`src/rtl/root_dispatch.sv`:
```
// -----------------------------------------------------------------------------
// root_dispatch
//
// Front end for a single, shared root engine. Requests are queued in a small
// FIFO together with a sequence tag, issued to the engine one at a time, and
// the engine's Q10.10 result is returned to the consumer along with the tag of
// the request that produced it. Results therefore leave in acceptance order.
//
// Parameters
//   DEPTH  request FIFO depth (power of 2, >= 2)
//   TAG_W  width of the request tag / tag counter
//
// Ports
//   clk, rst_n          rising-edge clock, asynchronous active-low reset
//   in_valid/in_ready   request handshake; in_ready is simply "FIFO not full"
//   in_data_1           radicand (unsigned, 10 bits)
//   in_data_2           root order (3 bits)
//   root_in_valid       one-cycle start pulse to the engine
//   root_data_1/_2      operands held steady for the whole engine computation
//   root_out_valid      engine result strobe (only honoured while waiting)
//   root_out_data       engine result, Q10.10
//   out_valid/out_ready result handshake
//   out_data, out_tag   result and the tag of the originating request
// -----------------------------------------------------------------------------
module root_dispatch #(
  parameter int DEPTH = 4,
  parameter int TAG_W = 4
) (
  input  logic             clk,
  input  logic             rst_n,
  input  logic             in_valid,
  input  logic [9:0]       in_data_1,
  input  logic [2:0]       in_data_2,
  output logic             in_ready,
  output logic             root_in_valid,
  output logic [9:0]       root_data_1,
  output logic [2:0]       root_data_2,
  input  logic             root_out_valid,
  input  logic [19:0]      root_out_data,
  output logic             out_valid,
  output logic [19:0]      out_data,
  output logic [TAG_W-1:0] out_tag,
  input  logic             out_ready
);

  localparam int          AW       = $clog2(DEPTH);
  localparam int          ENT_W    = TAG_W + 13;
  localparam logic [AW:0] FULL_CNT = (AW + 1)'(DEPTH);

  typedef enum logic [1:0] {
    IDLE  = 2'd0,
    ISSUE = 2'd1,
    WAIT  = 2'd2,
    RESP  = 2'd3
  } state_t;

  // FIFO storage and control
  logic [ENT_W-1:0] mem_q [DEPTH];
  logic [AW-1:0]    wr_ptr_q, wr_ptr_d;
  logic [AW-1:0]    rd_ptr_q, rd_ptr_d;
  logic [AW:0]      count_q, count_d;
  logic [TAG_W-1:0] tag_cnt_q, tag_cnt_d;

  // Dispatch FSM and its registered outputs
  state_t           state_q, state_d;
  logic [TAG_W-1:0] cur_tag_q, cur_tag_d;
  logic [9:0]       root_data_1_q, root_data_1_d;
  logic [2:0]       root_data_2_q, root_data_2_d;
  logic             out_valid_q, out_valid_d;
  logic [19:0]      out_data_q, out_data_d;
  logic [TAG_W-1:0] out_tag_q, out_tag_d;

  logic             full;
  logic             empty;
  logic             push;
  logic             pop;
  logic [ENT_W-1:0] head;

  assign full     = (count_q == FULL_CNT);
  assign empty    = (count_q == '0);
  assign in_ready = !full;
  assign push     = in_valid && !full;
  // Popping is decided from the registered count, so an entry written this
  // cycle can only be seen by the FSM on the following cycle.
  assign pop      = (state_q == IDLE) && !empty;
  assign head     = mem_q[rd_ptr_q];

  // FIFO payload carries no reset; only pointers and count define validity.
  always_ff @(posedge clk) begin
    if (push) begin
      mem_q[wr_ptr_q] <= {tag_cnt_q, in_data_1, in_data_2};
    end
  end

  always_comb begin
    wr_ptr_d  = wr_ptr_q;
    rd_ptr_d  = rd_ptr_q;
    count_d   = count_q;
    tag_cnt_d = tag_cnt_q;
    if (push) begin
      wr_ptr_d  = wr_ptr_q + AW'(1);
      tag_cnt_d = tag_cnt_q + TAG_W'(1);
    end
    if (pop) begin
      rd_ptr_d = rd_ptr_q + AW'(1);
    end
    case ({push, pop})
      2'b10:   count_d = count_q + (AW + 1)'(1);
      2'b01:   count_d = count_q - (AW + 1)'(1);
      default: count_d = count_q;
    endcase
  end

  always_comb begin
    state_d       = state_q;
    cur_tag_d     = cur_tag_q;
    root_data_1_d = root_data_1_q;
    root_data_2_d = root_data_2_q;
    out_valid_d   = out_valid_q;
    out_data_d    = out_data_q;
    out_tag_d     = out_tag_q;
    case (state_q)
      IDLE: begin
        if (!empty) begin
          // Operands stay latched here until the next pop, so the engine may
          // read them combinationally throughout its computation.
          {cur_tag_d, root_data_1_d, root_data_2_d} = head;
          state_d = ISSUE;
        end
      end
      ISSUE: begin
        state_d = WAIT;
      end
      WAIT: begin
        if (root_out_valid) begin
          out_data_d  = root_out_data;
          out_tag_d   = cur_tag_q;
          out_valid_d = 1'b1;
          state_d     = RESP;
        end
      end
      RESP: begin
        // The RESP -> IDLE -> ISSUE path also spaces the next start pulse
        // three cycles after the result strobe, giving the engine time to
        // settle back to idle.
        if (out_ready) begin
          out_valid_d = 1'b0;
          state_d     = IDLE;
        end
      end
      default: begin
        state_d = IDLE;
      end
    endcase
  end

  always_ff @(posedge clk or negedge rst_n) begin
    if (!rst_n) begin
      wr_ptr_q      <= '0;
      rd_ptr_q      <= '0;
      count_q       <= '0;
      tag_cnt_q     <= '0;
      state_q       <= IDLE;
      cur_tag_q     <= '0;
      root_data_1_q <= '0;
      root_data_2_q <= '0;
      out_valid_q   <= 1'b0;
      out_data_q    <= '0;
      out_tag_q     <= '0;
    end else begin
      wr_ptr_q      <= wr_ptr_d;
      rd_ptr_q      <= rd_ptr_d;
      count_q       <= count_d;
      tag_cnt_q     <= tag_cnt_d;
      state_q       <= state_d;
      cur_tag_q     <= cur_tag_d;
      root_data_1_q <= root_data_1_d;
      root_data_2_q <= root_data_2_d;
      out_valid_q   <= out_valid_d;
      out_data_q    <= out_data_d;
      out_tag_q     <= out_tag_d;
    end
  end

  assign root_in_valid = (state_q == ISSUE);
  assign root_data_1   = root_data_1_q;
  assign root_data_2   = root_data_2_q;
  assign out_valid     = out_valid_q;
  assign out_data      = out_data_q;
  assign out_tag       = out_tag_q;

endmodule

```
`config.mk`:
```
export PLATFORM = sky130hd
export DESIGN_NAME = root_dispatch
export DESIGN_NICKNAME = d
export VERILOG_FILES = /design/src/rtl/root_dispatch.sv
export SDC_FILE = /design/constraint.sdc
export NUM_CORES = 1
export LEC_CHECK = 0
export ABC_AREA = 1
export BUFFER_PORTS_ARGS = -buffer_cell sky130_fd_sc_hd__buf_2
export CORE_AREA = 3 3 153 96
export CTS_CLUSTER_DIAMETER = 50
export DETAILED_ROUTE_END_ITERATION = 6
export DIE_AREA = 0 0 156 99
export SLEW_MARGIN = 20
export SYNTH_ARGS = -nofsm -noshare
export SYNTH_HDL_FRONTEND = slang
export SYNTH_SLANG_ARGS = --single-unit
```
`constraint.sdc`:
```
create_clock -name clk -period 4.1 [get_ports clk]
set_input_delay 0.205 -clock clk [delete_from_list [all_inputs] [get_ports clk]]
set_output_delay 0.205 -clock clk [all_outputs]
set_load 0.005 [all_outputs]
```
## Yosys cells after proc, flatten, opt, wreduce, memory -nomap -nowiden

Memories as Yosys holds them, arrays and structs flattened. A register that Yosys moved wholly into a read port is not among the register bits.
Index checks and enable logic that the tools add are counted.

- Flip-flop bits (word level): 38
- Bits of input ports: 38
- Memories kept: 1
- Word-level logic and storage cells: 47
- Memory bits (writable): 68
- Output and inout port bits: 40

- Reduce and logical (&&, ||, !) cells: 13
- Eq/ne operators: 9
- Muxes and demuxes: 10
- $add $sub $neg: 5
- Bitwise operators: 1

Memories:

| memory | depth | width | rd ports | clocked after Yosys merged registers in | wr ports | line | text |
|---|---|---|---|---|---|---|---|
| mem_q | 4 | 17 | 1 | 1 | 1 | 58 | `logic [ENT_W-1:0] mem_q [DEPTH];` |

Operators with widths:

| operator | count |
|---|---|
| $pmux W2 S4 | 1 |
| $eq A2 B2 Y1 const B | 3 |
| $mux W2 | 3 |
| $ne A2 B2 Y1 const B | 3 |
| $pmux W3 S2 | 1 |
| $reduce_and A3 Y1 | 2 |
| $add A2 B1 Y2 const B | 2 |
| $add A4 B1 Y4 const B | 1 |
| $eq A2 B1 Y1 const B | 2 |
| $mux W1 | 4 |
| $reduce_and A2 Y1 | 2 |
| $reduce_bool A2 Y1 | 2 |
| $add A3 B1 Y3 const B | 1 |
| $eq A3 B3 Y1 const B | 1 |
| $logic_not A1 Y1 | 3 |
| $logic_not A3 Y1 | 1 |
| $sub A3 B1 Y3 const B | 1 |
| $logic_and A1 B1 Y1 | 2 |
| $logic_not A2 Y1 | 1 |
| $pmux W1 S2 | 1 |
| $not A1 Y1 | 1 |

## Logic depth before layout (Yosys ltp)

- Depth in word-level cells: 5
- Gate-level depth with buffers: 12

## Worst setup path before layout

Ideal clock, no wire load.

- Path type: reg2reg
- Start: register state_q[0]
- End: register count_q[2]
- Path buffers: 1
- Path slack: 2147 ps
- Arrival: 1829 ps
- Setup time: 123 ps
- Cell stages (with the launch flop): 12
- Path through: dfrtp_1 > inv_1 > ha_1 > nand2_4 > inv_4 > buf_6 > ha_1 > inv_1 > fa_1 > nand2_1 > nand3_1 > xor2_1

- Longest elaborated chain between the ends: 4
- Elaborated cells between the ends (all ways): 6
- Classes of those cells: eq/ne (2); mux (1); reduce/logical (3)

RTL lines:

| item | line | text |
|---|---|---|
| start: declaration | 65 | `state_t state_q, state_d;` |
| start signal: assignment | 175 | `state_q <= state_d;` |
| $logic_not A2 Y1 (*) | 85 | `assign pop = (state_q == IDLE) && !empty;` |
| $logic_and A1 B1 Y1 (*) | 85 |  |
| net pop | 76 | `logic pop;` |
| $eq A2 B1 Y1 / $eq A2 B2 Y1 (equally long branches) | 107 | `case ({push, pop})` |
| $pmux W3 S2 / $reduce_bool A2 Y1 (equally long branches) | n/a |  |
| end signal: assignment | 173 | `count_q <= count_d;` |
| end: declaration | 61 | `logic [AW:0] count_q, count_d;` |

Mark *: on every way through the listed nets, which the timed path passes. The rest lies on a longest branch.
A chain may end at the register's enable or synchronous reset.

## Worst setup path in the final report

- Start: register state_q[0]
- End: register count_q[2]

- Longest elaborated chain between the ends: 4
- Elaborated cells between the ends (all ways): 6
- Classes of those cells: eq/ne (2); mux (1); reduce/logical (3)

RTL lines:

| item | line |
|---|---|
| $logic_not A2 Y1 (*) | 85 |
| $logic_and A1 B1 Y1 (*) | 85 |
| $eq A2 B1 Y1 / $eq A2 B2 Y1 (equally long branches) | 107 |
| $pmux W3 S2 / $reduce_bool A2 Y1 (equally long branches) | n/a |

Mark *: on every way between the ends. The rest lies on a longest branch, timed or not.

==> results.yml <==
setup_path:
  worstPathArrival_ns: 2.67
  critPathLaunchType: "flip-flop"
  crit_type: "reg2reg"
  cp_data_required_time_ns: 4.38
  ff2ff_path_depth: 10
  cp_max_fo: 21
  crit_chain: "inv_1 -> ha_1 -> nand2_4 -> inv_4 -> ha_1 -> inv_1 -> fa_1 -> nand2_1 -> nand3_1 -> xor2_1"
  cp_top_family: "adder cells"
  timing.rr.start: "state_q[0]$_DFFE_PN0P_"
  end_kind: "flip-flop"
  crit_buf_inv: 3
  cpMaxStageDelayCell: "dfrtp_1"
  worst-r2r-setup-slack_ns: 1.72
  critPathMaxStageDelay_ns: 0.42
  r2r-end: "count_q[2]$_DFFE_PN0P_"
hold_path:
  min-delay-start: "in_data_1[5]"
  hold_end: "mem_q[0][8]$_DFFE_PP_"
  whs_path_depth: 1
  hold_path_class: "in2reg"
pwr:
  power_density_mw_per_mm2: 754
  leakagePower_nw: 3.36
  ir_drop_mv: 0.307
  power_mw: 4.99
cts:
  cts_num_sinks: 123
  h-tree-depth: 4
  cts_tree: "done"
  tritoncts.num_buffers: 17
  cts_resized: 0
  clkLatencyLatePin_ns: 0.41
  clk_pin_slew_worst_paths_ns: 0.06
  cts_root_buffer: "clkbuf_16"
  cts_buffer_depth: 2
sta:
  worstMarginPinSlew_ns: 0.784
  maxSlewHeadroom: 0.477
  min_period_ns: 2.38
  period_share: 0.582
  tns_ns: 0
  drv_slew: 0
  fmax_mhz: 419
  rsz0062_at_grt: "false"
  clock_skew_ns: 0.00780
  hold_violations: 0
  setup_viol: 0
  whs_ns: 0.0187
synthesis:
  synthCells: 540
  ys_seq_area_frac: 0.644
  ys_ff_latch: 123
  avgSynthCellArea_sq_um: 9.83
  synth_top_area_share: 0.385
  synth_top_area_cell: "edfxtp_1"
  yosysWarningCount: 0
  synthTopCellsByArea: "edfxtp_1, dfrtp_1, nand2_1"
  synth.net_count: 590
  synth.distinct_cells: 24
  syn_area_sq_mm: 0.00531
die:
  die_area_sq_mm: 0.0154
  io_pins: 78
  core_area_sq_mm: 0.0134
  die_y_um: 99
  die_w_um: 156
  start_util: 0.396
  rows: 33
detailed_routing:
  first_pass_iters: 4
  num_vias: 3694
  avgRoutedWirePerCell_um: 13.7
  first_iter_violations: 216
  routed_wl_mm: 11.4
  viasPerCell: 4.42
  ant_nets: 0
  drc: 0
cells_and_area:
  layout_common_cells: "nand2_1, inv_1, buf_2, edfxtp_1, dfrtp_1"
  multi_input_area_sq_mm: 0.00140
  num_antenna_cells: 0
  mostFrequentLayoutCell: "nand2_1"
  drive_above_1_share: 0.179
  fillers: 1202
  nets: 698
  finalInstanceArea_sq_mm: 0.00662
  area_growth_pct: 24.8
  seqCellArea_sq_mm: 0.00342
  layout.cells.non_filler: 836
placement:
  dpl_cell_area_sq_mm: 0.00581
  hpwl_mm: 7.19
  place_inst: 780
  gp_congestion: 0.754
  port_buffers: 77
grt:
  grt_start_max_net_pins: 56
  gr-total-overflow: 0
  antenna_found_initial: 0
  first_global_vias: 3838
  grt_first_pass_wirelength_mm: 19.0
  gr-usage-all-layers: 0.158
job:
  drv_cap: 0
outcome:
  outcome: "completed"
## kinds of logic after synthesis
group           share of synthesized area
compound gates                    0.00613
xor+xnor                           0.0130
fa+ha+maj                          0.0297
buf+inv                            0.0915
flops                               0.644
simple gates                        0.216
## per-stage QoR
step / setup WS [ns] / utilization
after global placement: 1.80 / 0.433
after floorplan: 2.15 / -
final: 1.72 / 0.494
after detailed placement: 1.76 / 0.433
after CTS: 1.71 / 0.494
after global routing: 1.59 / 0.494
## sequential cells by signal (all words and copies together) (netlist names)
signal,cells
out_tag,4
root_data_1,10
tag_cnt_q,4
out_valid,1
rd_ptr_q,2
state_q,2
cur_tag_q,4
root_data_2,3
count_q,3
out_data,20
wr_ptr_q,2
mem_q,68
## metal layers
metal | part of all wire | GRT usage | wire [um] | vias to the layer above
met4 | 0.0075 | 0.0502 | 86 | 0
met5 | 0 | 0 | 0 | -
li1 | - | - | - | 1869
met2 | 0.46 | 0.247 | 5290 | 81
met1 | 0.48 | 0.213 | 5510 | 1735
met3 | 0.046 | 0.0474 | 528 | 9
## repair_timing
action | CTS | global route
hold endpoints to repair | 87 | 0
endpoints found under the setup margin | 0 | 0
hold buffers | 24 | 0
buffers inserted | 0 | 0
## cell usage after synthesis
library cell,n
clkinv_1,1
nand2_2,3
inv_1,87
clkbuf_1,2
fa_1,1
xor2_1,2
a21boi_0,1
nor2_1,5
inv_4,2
o21ai_0,5
buf_6,6
nand2_4,1
nand3_1,39
or2_2,2
xnor2_1,4
xor2_2,1
ha_1,11
dfrtp_1,55
buf_2,3
nand2_1,232
edfxtp_1,68
nand4_1,1
nor2_4,1
buf_4,7
## layout make-up
cell class / count / area share
Sequential cell: 123 / 0.516
Multi-Input combinational cell: 309 / 0.212
Timing Repair Buffer: 107 / 0.101
Clock buffer: 30 / 0.0807
Inverter: 90 / 0.0518
Tap cell: 175 / 0.0331
Clock inverter: 2 / 0.00529
## report_power, final
part | internal (mW) | switching (mW) | leakage (nW) | total [mW]
Combinational | 0.585 | 0.959 | 1.78 | 1.54
Sequential | 1.76 | 0.282 | 1.30 | 2.04
Clock | 0.930 | 0.481 | 0.279 | 1.41
Total | 3.27 | 1.72 | 3.36 | 4.99
## how the worst max path moves through the flow
stage                                 startpoint                      to  slack (ns)  depth (start not counted)
after floorplan           state_q[0]$_DFFE_PN0P_  count_q[2]$_DFFE_PN0P_        2.15                         11
after global placement    state_q[0]$_DFFE_PN0P_  count_q[2]$_DFFE_PN0P_        1.80                         10
after detailed placement  state_q[0]$_DFFE_PN0P_  count_q[2]$_DFFE_PN0P_        1.76                         10
after CTS                 state_q[0]$_DFFE_PN0P_  count_q[2]$_DFFE_PN0P_        1.71                         10
after global routing      state_q[0]$_DFFE_PN0P_  count_q[2]$_DFFE_PN0P_        1.59                         10
final                     state_q[0]$_DFFE_PN0P_  count_q[2]$_DFFE_PN0P_        1.72                         10
No activity file was read; power rests on OpenSTA's default activity.
